==> src/rtl/serial_add_pkg.sv <==
// Shared definitions for the bit-serial adder controller.
package serial_add_pkg;

  typedef enum logic [1:0] {
    IDLE = 2'd0,
    RUN  = 2'd1,
    DONE = 2'd2
  } state_e;

endpackage

==> src/rtl/fa_cell.sv <==
// Single-bit full adder reused once per cycle by the serial adder.
module fa_cell (
  input  logic a,
  input  logic b,
  input  logic ci,
  output logic s,
  output logic co
);

  assign s  = a ^ b ^ ci;
  assign co = (a & b) | (ci & (a ^ b));

endmodule

==> src/rtl/serial_add_ctrl.sv <==
// Bit-serial adder: one full-adder cell walks the operands LSB first, one bit per cycle.
import serial_add_pkg::*;

module serial_add_ctrl #(
  parameter int WIDTH = 8
) (
  input  logic             clk,
  input  logic             rst_n,
  input  logic             start,
  input  logic [WIDTH-1:0] a,
  input  logic [WIDTH-1:0] b,
  input  logic             cin,
  output logic             busy,
  output logic             done,
  output logic [WIDTH-1:0] sum,
  output logic             cout
);

  localparam int CW = $clog2(WIDTH + 1);
  localparam int IW = (WIDTH > 1) ? $clog2(WIDTH) : 1;

  state_e           state_q, state_d;
  logic [CW-1:0]    cnt_q;
  logic [WIDTH-1:0] a_q, b_q, sum_q;
  logic             carry_q, cout_q;

  logic [IW-1:0]    bitIdx;
  logic             lastBit;
  logic             faSum, faCarry;

  // The counter reaches WIDTH only after the final bit, so the truncated index stays in range.
  assign bitIdx  = cnt_q[IW-1:0];
  assign lastBit = (cnt_q == CW'(WIDTH - 1));

  fa_cell u_fa (
    .a  (a_q[bitIdx]),
    .b  (b_q[bitIdx]),
    .ci (carry_q),
    .s  (faSum),
    .co (faCarry)
  );

  always_ff @(posedge clk or negedge rst_n) begin
    if (!rst_n) begin
      state_q <= IDLE;
    end else begin
      state_q <= state_d;
    end
  end

  always_comb begin
    state_d = state_q;
    case (state_q)
      IDLE:    if (start) state_d = RUN;
      RUN:     if (lastBit) state_d = DONE;
      DONE:    state_d = IDLE;
      default: state_d = IDLE;
    endcase
  end

  always_comb begin
    busy = (state_q == RUN);
    done = (state_q == DONE);
  end

  // Operands are only loaded in IDLE, so starts seen in RUN or DONE cannot disturb them.
  always_ff @(posedge clk or negedge rst_n) begin
    if (!rst_n) begin
      a_q     <= '0;
      b_q     <= '0;
      carry_q <= 1'b0;
      cnt_q   <= '0;
      sum_q   <= '0;
      cout_q  <= 1'b0;
    end else begin
      case (state_q)
        IDLE: begin
          if (start) begin
            a_q     <= a;
            b_q     <= b;
            carry_q <= cin;
            cnt_q   <= '0;
          end
        end
        RUN: begin
          sum_q[bitIdx] <= faSum;
          carry_q       <= faCarry;
          cnt_q         <= cnt_q + CW'(1);
          if (lastBit) cout_q <= faCarry;
        end
        default: ;
      endcase
    end
  end

  assign sum  = sum_q;
  assign cout = cout_q;

endmodule

==> config.mk <==
export PLATFORM = sky130hd
export DESIGN_NAME = serial_add_ctrl
export DESIGN_NICKNAME = d
export VERILOG_FILES = /design/src/rtl/serial_add_pkg.sv /design/src/rtl/fa_cell.sv /design/src/rtl/serial_add_ctrl.sv
export SDC_FILE = /design/constraint.sdc
export NUM_CORES = 1
export LEC_CHECK = 0
export BUFFER_PORTS_ARGS = -buffer_cell sky130_fd_sc_hd__buf_4
export CAP_MARGIN = 5
export CORE_ASPECT_RATIO = 0.7
export CORE_UTILIZATION = 48
export CTS_CLUSTER_DIAMETER = 120
export DETAILED_ROUTE_END_ITERATION = 10
export GPL_TIMING_DRIVEN = 0
export PLACE_DENSITY_LB_ADDON = 0.08
export SKIP_LAST_GASP = 1
export SYNTH_ARGS = -nofsm -noshare
export SYNTH_HDL_FRONTEND = slang
export SYNTH_HIERARCHICAL = 1
export SYNTH_SLANG_ARGS = --single-unit
==> constraint.sdc <==
create_clock -name clk -period 2.1 [get_ports clk]
set_input_delay 0.42 -clock clk [delete_from_list [all_inputs] [get_ports clk]]
set_output_delay 0.42 -clock clk [all_outputs]
set_load 0.02 [all_outputs]
# Word level (Yosys, flattened, before mapping)
# Index checks and enable logic that the tools add are counted.
op_classes:
  add_sub_neg: 1
  n_mul: 0
  div: 0
  order_cmp: 2
  n_eq_ne: 5
  n_shift: 0
  muxes: 14
  bitwise_logic: 5
  n_reduce_logical: 7
ops:
  columns: ["op", "n"]
  rows:
  - ["8-bit bitwise mux", 1]
  - ["4-bit case mux with 2 select lines", 1]
  - ["2-bit AND reduction", 4]
  - ["1-bit binary-select mux with 3-bit select", 2]
  - ["4-bit by 1-bit adder with 4-bit output, second input constant", 1]
  - ["4-bit by 3-bit equality test with 1-bit output, second input constant", 1]
  - ["3-bit by 4-bit < comparator with 1-bit output, second input constant", 1]
  - ["1-bit two-way mux", 4]
  - ["2-bit two-way mux", 2]
  - ["4-bit two-way mux", 1]
  - ["2-bit case mux with 2 select lines", 1]
  - ["1-bit demux with 3-bit select", 1]
  - ["3-bit by 1-bit >= comparator with 1-bit output, second input constant", 1]
  - ["1-bit bitwise AND", 2]
  - ["2-bit by 1-bit equality test with 1-bit output, second input constant", 1]
  - ["2-bit equality test, second input constant", 1]
  - ["2-bit logical NOT", 1]
  - ["2-bit by 1-bit != test with 1-bit output, second input constant", 1]
  - ["2-bit != test, second input constant", 1]
  - ["1-bit case mux with 2 select lines", 1]
  - ["2-bit nonzero test", 1]
  - ["1-bit XOR", 2]
  - ["1-bit logical AND", 1]
  - ["1-bit bitwise OR", 1]
word_totals:
  register_bits: 32
  latchBits: 0
  ramBits: 0
  mem_bits_ro: 0
  in_bits: 20
  output_inout_bits: 11
  n_memories: 0

# Logic depth before layout (Yosys ltp)
logic_depth:
  depth_word: 6
  ltp_mapped: 6
  ltp_nobuf: 5

# Modules after synthesis
# The synthesis kept the hierarchy.
modules_own_cells:
  columns: ["mod", "n_inst", "cells_per_inst", "area_each_um2", "seq_area_each_um2"]
  rows:
  - ["serial_add_ctrl", 1, 138, 1462.7, 800.8]
  - ["fa_cell", 1, 1, 20.0, 0.0]

# Worst setup path after synthesis
# Ideal clock, no wire load.
synth_path:
  path_kind: "register to register"
  start: "register cnt_q[0]"
  end: "register sum_q[0], in the netlist sum[0]"
  arrival_time_ns: 2.141
  t_required_ns: 1.975
  setup_slack_ns: -0.165
  path_stages_with_launch: 6
  path_buffers: 1
  cell_sequence: "dfrtp_1 -> buf_6 -> mux4_1 -> mux2_2 -> fa_1 -> mux2_2"
synth_between:
  elab_chain_len: 5
synth_rtl:
  columns: ["element", "line", "text"]
  rows:
  - ["start, declared", "serial_add_ctrl.sv:23", "logic [CW-1:0] cnt_q;"]
  - ["start signal, assigned", "serial_add_ctrl.sv:88", "cnt_q <= cnt_q + CW'(1);"]
  - ["1-bit binary-select mux with 3-bit select (on tied branches)", "serial_add_ctrl.sv:36, serial_add_ctrl.sv:37", null]
  - ["1-bit two-way mux (on tied branches)", "serial_add_ctrl.sv:36, serial_add_ctrl.sv:37", null]
  - ["1-bit XOR * (2 in a row)", "fa_cell.sv:10", "assign s = a ^ b ^ ci;"]
  - ["via faSum", "serial_add_ctrl.sv:29", "logic faSum, faCarry;"]
  - ["8-bit bitwise mux *", "serial_add_ctrl.sv:86", "sum_q[bitIdx] <= faSum;"]
  - ["end signal, assigned by index", "serial_add_ctrl.sv:86", null]
  - ["end, declared", "serial_add_ctrl.sv:24", "logic [WIDTH-1:0] a_q, b_q, sum_q;"]
# The timed path passes the listed nets; every way through them passes the cells marked *. The select of a mux whose other input is x is not followed.
# A chain may end at the register's enable or synchronous reset.

# Worst setup path in the final report
layout_path:
  start: "register cnt_q[0]"
  end: "register sum_q[1], in the netlist sum[1]"
# Same word-level chain as after synthesis.

==> out/metrics.cfg <==
[clocking]
cts_root_buf = clkbuf_8
cts_tree = yes
clk_latency_ns = 0.28
ctsLongestPathBuffers = 2
htree_num_levels = 2
clkSinkCount = 32
clk_pin_slew_worst_paths_ns = 0.06
cts_hold_buffers = 0
cts_inserted_buffers = 5

[global_route]
met1_usage = 0.288
grt_pass1_vias = 1063
grt.met3_usage = 0.0566
antenna_found_initial = 0
grt-ovfl-total = 0
busiest_layer = met2
grt_max_degree = 33
grt_pass1_wl_microns = 4890
track_usage = 0.211
met2_usage = 0.309

[synth]
synth_area_per_cell_sq_um = 10.7
ys_seq_area_frac = 0.540
synth_top_family_by_area = simple AND/OR/NAND/NOR gates
ys.warnings.count = 6
synthAdderAreaFrac = 0.0219
synth.area.mux_share = 0.161
synth-compound-area-share = 0.0304
synth_seq_cells = 32
synth-simple-area-share = 0.214
synth_nets = 161
ys_types = 25
synthCells = 139
syn_area_sq_um = 1480
synthXorXnorAreaFrac = 0

[power]
clockPowerShare = 0.152
power.density_nw_per_um2 = 1690
p_total_mw = 3.17
p_comb_frac = 0.497
power_leakage_nw = 0.942
max-vdd-ir-drop_v = 0.000751
power.share.switching = 0.375
p_int_mw = 1.98
p_switching_mw = 1.19
seq_power_share = 0.352

[setup_path]
critPathLaunchType = flip-flop
reg2reg_to = sum[1]
r2r-start = cnt_q[0]
crit_type = flip-flop to flip-flop
required_ns = 2.27
rr_worst_depth = 5
arrival_ns = 2.44
crit_fanout = 8
critPathCaptureType = flip-flop
rrSetupSlack_ns = -0.17

[cells_and_area]
layout_common_cells = nand2_1, buf_4, dfrtp_1
drive_gt1_frac = 0.352
fin_util = 0.654
final_common_cell = nand2_1
antenna_cells = 0
area_delta_synth_final_pct = 26.3
nets = 200

[detailed_routing]
first_iter_violations = 70
vias = 1088
wirelength_microns = 2980
viasPerCell = 5.06
postRouteAntennaNets = 0
wl_per_cell_microns = 13.9
first_pass_iters = 4
drc = 0

[run_status]
violations = negative setup slack
outcome = finished with violations

[timing]
skew_ns = 0.00253
finalHoldViolCount = 0
timing.hold.ws_ns = 0.0672
period_share = 1.08
finalCriticalPeriod_ns = 2.27
setup_viol = 8
setup_ws_ns = -0.172
max_freq_mhz = 440
worst_slew_pin_slew_ns = 0.612
grt_setup_unrepaired = true
slew_headroom = 0.590
fin_tns_setup_ns = -1.35
drv_slew = 0

[floorplan]
die-area_sq_um = 3320
die_h_microns = 48.5
fp.coreArea_sq_um = 2860
dieWidth_microns = 68.4
rows = 16
io_pins = 31
initial_core_util = 0.518

[place]
post-place-ws_ns = -0.295
portBuffers = 30
gp_congestion = 0.820
place_hpwl_microns = 2080

[worst_hold_path]
hp-class = input pin to async pin

[flow_run]
maxCapViolations = 0

## through the flow
step           area (sq um)  cells
3_3_place_gp           1750    205
6_report               1870    215
4_1_cts                1870    215
5_1_grt                1870    215
3_5_place_dp           1750    205
2_1_floorplan          1480    139
## how the worst max path moves through the flow
stage | start | to | slack, ns | cells past startpoint
CTS | cnt_q[0] | sum[7] | -0.17 | 5
detailed placement | cnt_q[1] | sum[6] | -0.30 | 5
global route | cnt_q[0] | sum[7] | -0.25 | 5
finish | cnt_q[0] | sum[1] | -0.17 | 5
global placement | cnt_q[1] | sum[6] | -0.25 | 5
floorplan | cnt_q[0] | sum[0] | -0.08 | 5
## synthesized netlist by cell type (all sizes together)
| library cell | n | share of area |
|---|---|---|
| clkbuf | 2 | 0.0051 |
| o21ba | 1 | 0.0068 |
| dfrtp | 32 | 0.54 |
| ha | 1 | 0.0084 |
| nand3b | 1 | 0.0051 |
| and2b | 1 | 0.0051 |
| nand2 | 57 | 0.14 |
| inv | 1 | 0.0025 |
| mux2i | 1 | 0.0068 |
| nor2 | 3 | 0.0076 |
| buf | 5 | 0.025 |
| mux4 | 4 | 0.071 |
| or3b | 1 | 0.0059 |
| a22oi | 1 | 0.0051 |
| nor3 | 5 | 0.017 |
| a21oi | 1 | 0.0034 |
| fa | 1 | 0.014 |
| o21ai | 3 | 0.010 |
| nand2b | 3 | 0.013 |
| nor3b | 1 | 0.0084 |
| mux2 | 11 | 0.084 |
| o21bai | 1 | 0.0051 |
| nor4 | 1 | 0.0042 |
| nand3 | 1 | 0.0034 |
## worst max-delay path, cell delays in order (launching register included)
cell,delay (ns)
dfrtp_1,0.40
buf_6,0.15
mux4_2,0.49
mux2_4,0.28
fa_2,0.55
mux2_2,0.29
## timing repair
action / CTS / global route
endpoints found under the setup margin: 10 / 10
pin swaps: 1 / 0
gates resized for setup: 2 / 1
setup buffers: 3 / 0
## flip-flops by register name, indices dropped and copies added, names as in the netlist
name     flops
a_q          8
b_q          8
carry_q      1
cnt_q        4
cout         1
state_q      2
sum          8
## layer usage
layer / part of all wire / vias up
met5: 0 / -
met4: 0.015 / 0
met3: 0.044 / 4
met2: 0.43 / 27
met1: 0.51 / 522
li1: - / 535
## layout make-up
type                    instances  area [sq um]
fillers                       237           990
flip-flops and latches         32           801
multi-input cells              99           644
repair buffers                 33           248
clock buffers                   8          90.1
well taps                      36          45.0
plain buffers                   6          41.3
inverters                       1          3.75
## power by group through the flow
stage                     registers, mW  logic (mW)  clock network (mW)
after global placement             1.08        1.49                   0
final                              1.11        1.57               0.480
after detailed placement           1.10        1.52                   0
after CTS                          1.11        1.56               0.491
after global routing               1.15        1.72               0.521
after floorplan                    1.16       0.992                   0
## kinds of logic after synthesis
logic type | Yosys count
AND/OR/NAND/NOR | 74
AO/OA/AOI/OAI | 7
multiplexers | 16
flip-flops | 32
adder cells (fa/ha/maj) | 2
buffers and inverters | 8
Note: power is estimated with default switching activity, not from simulation.
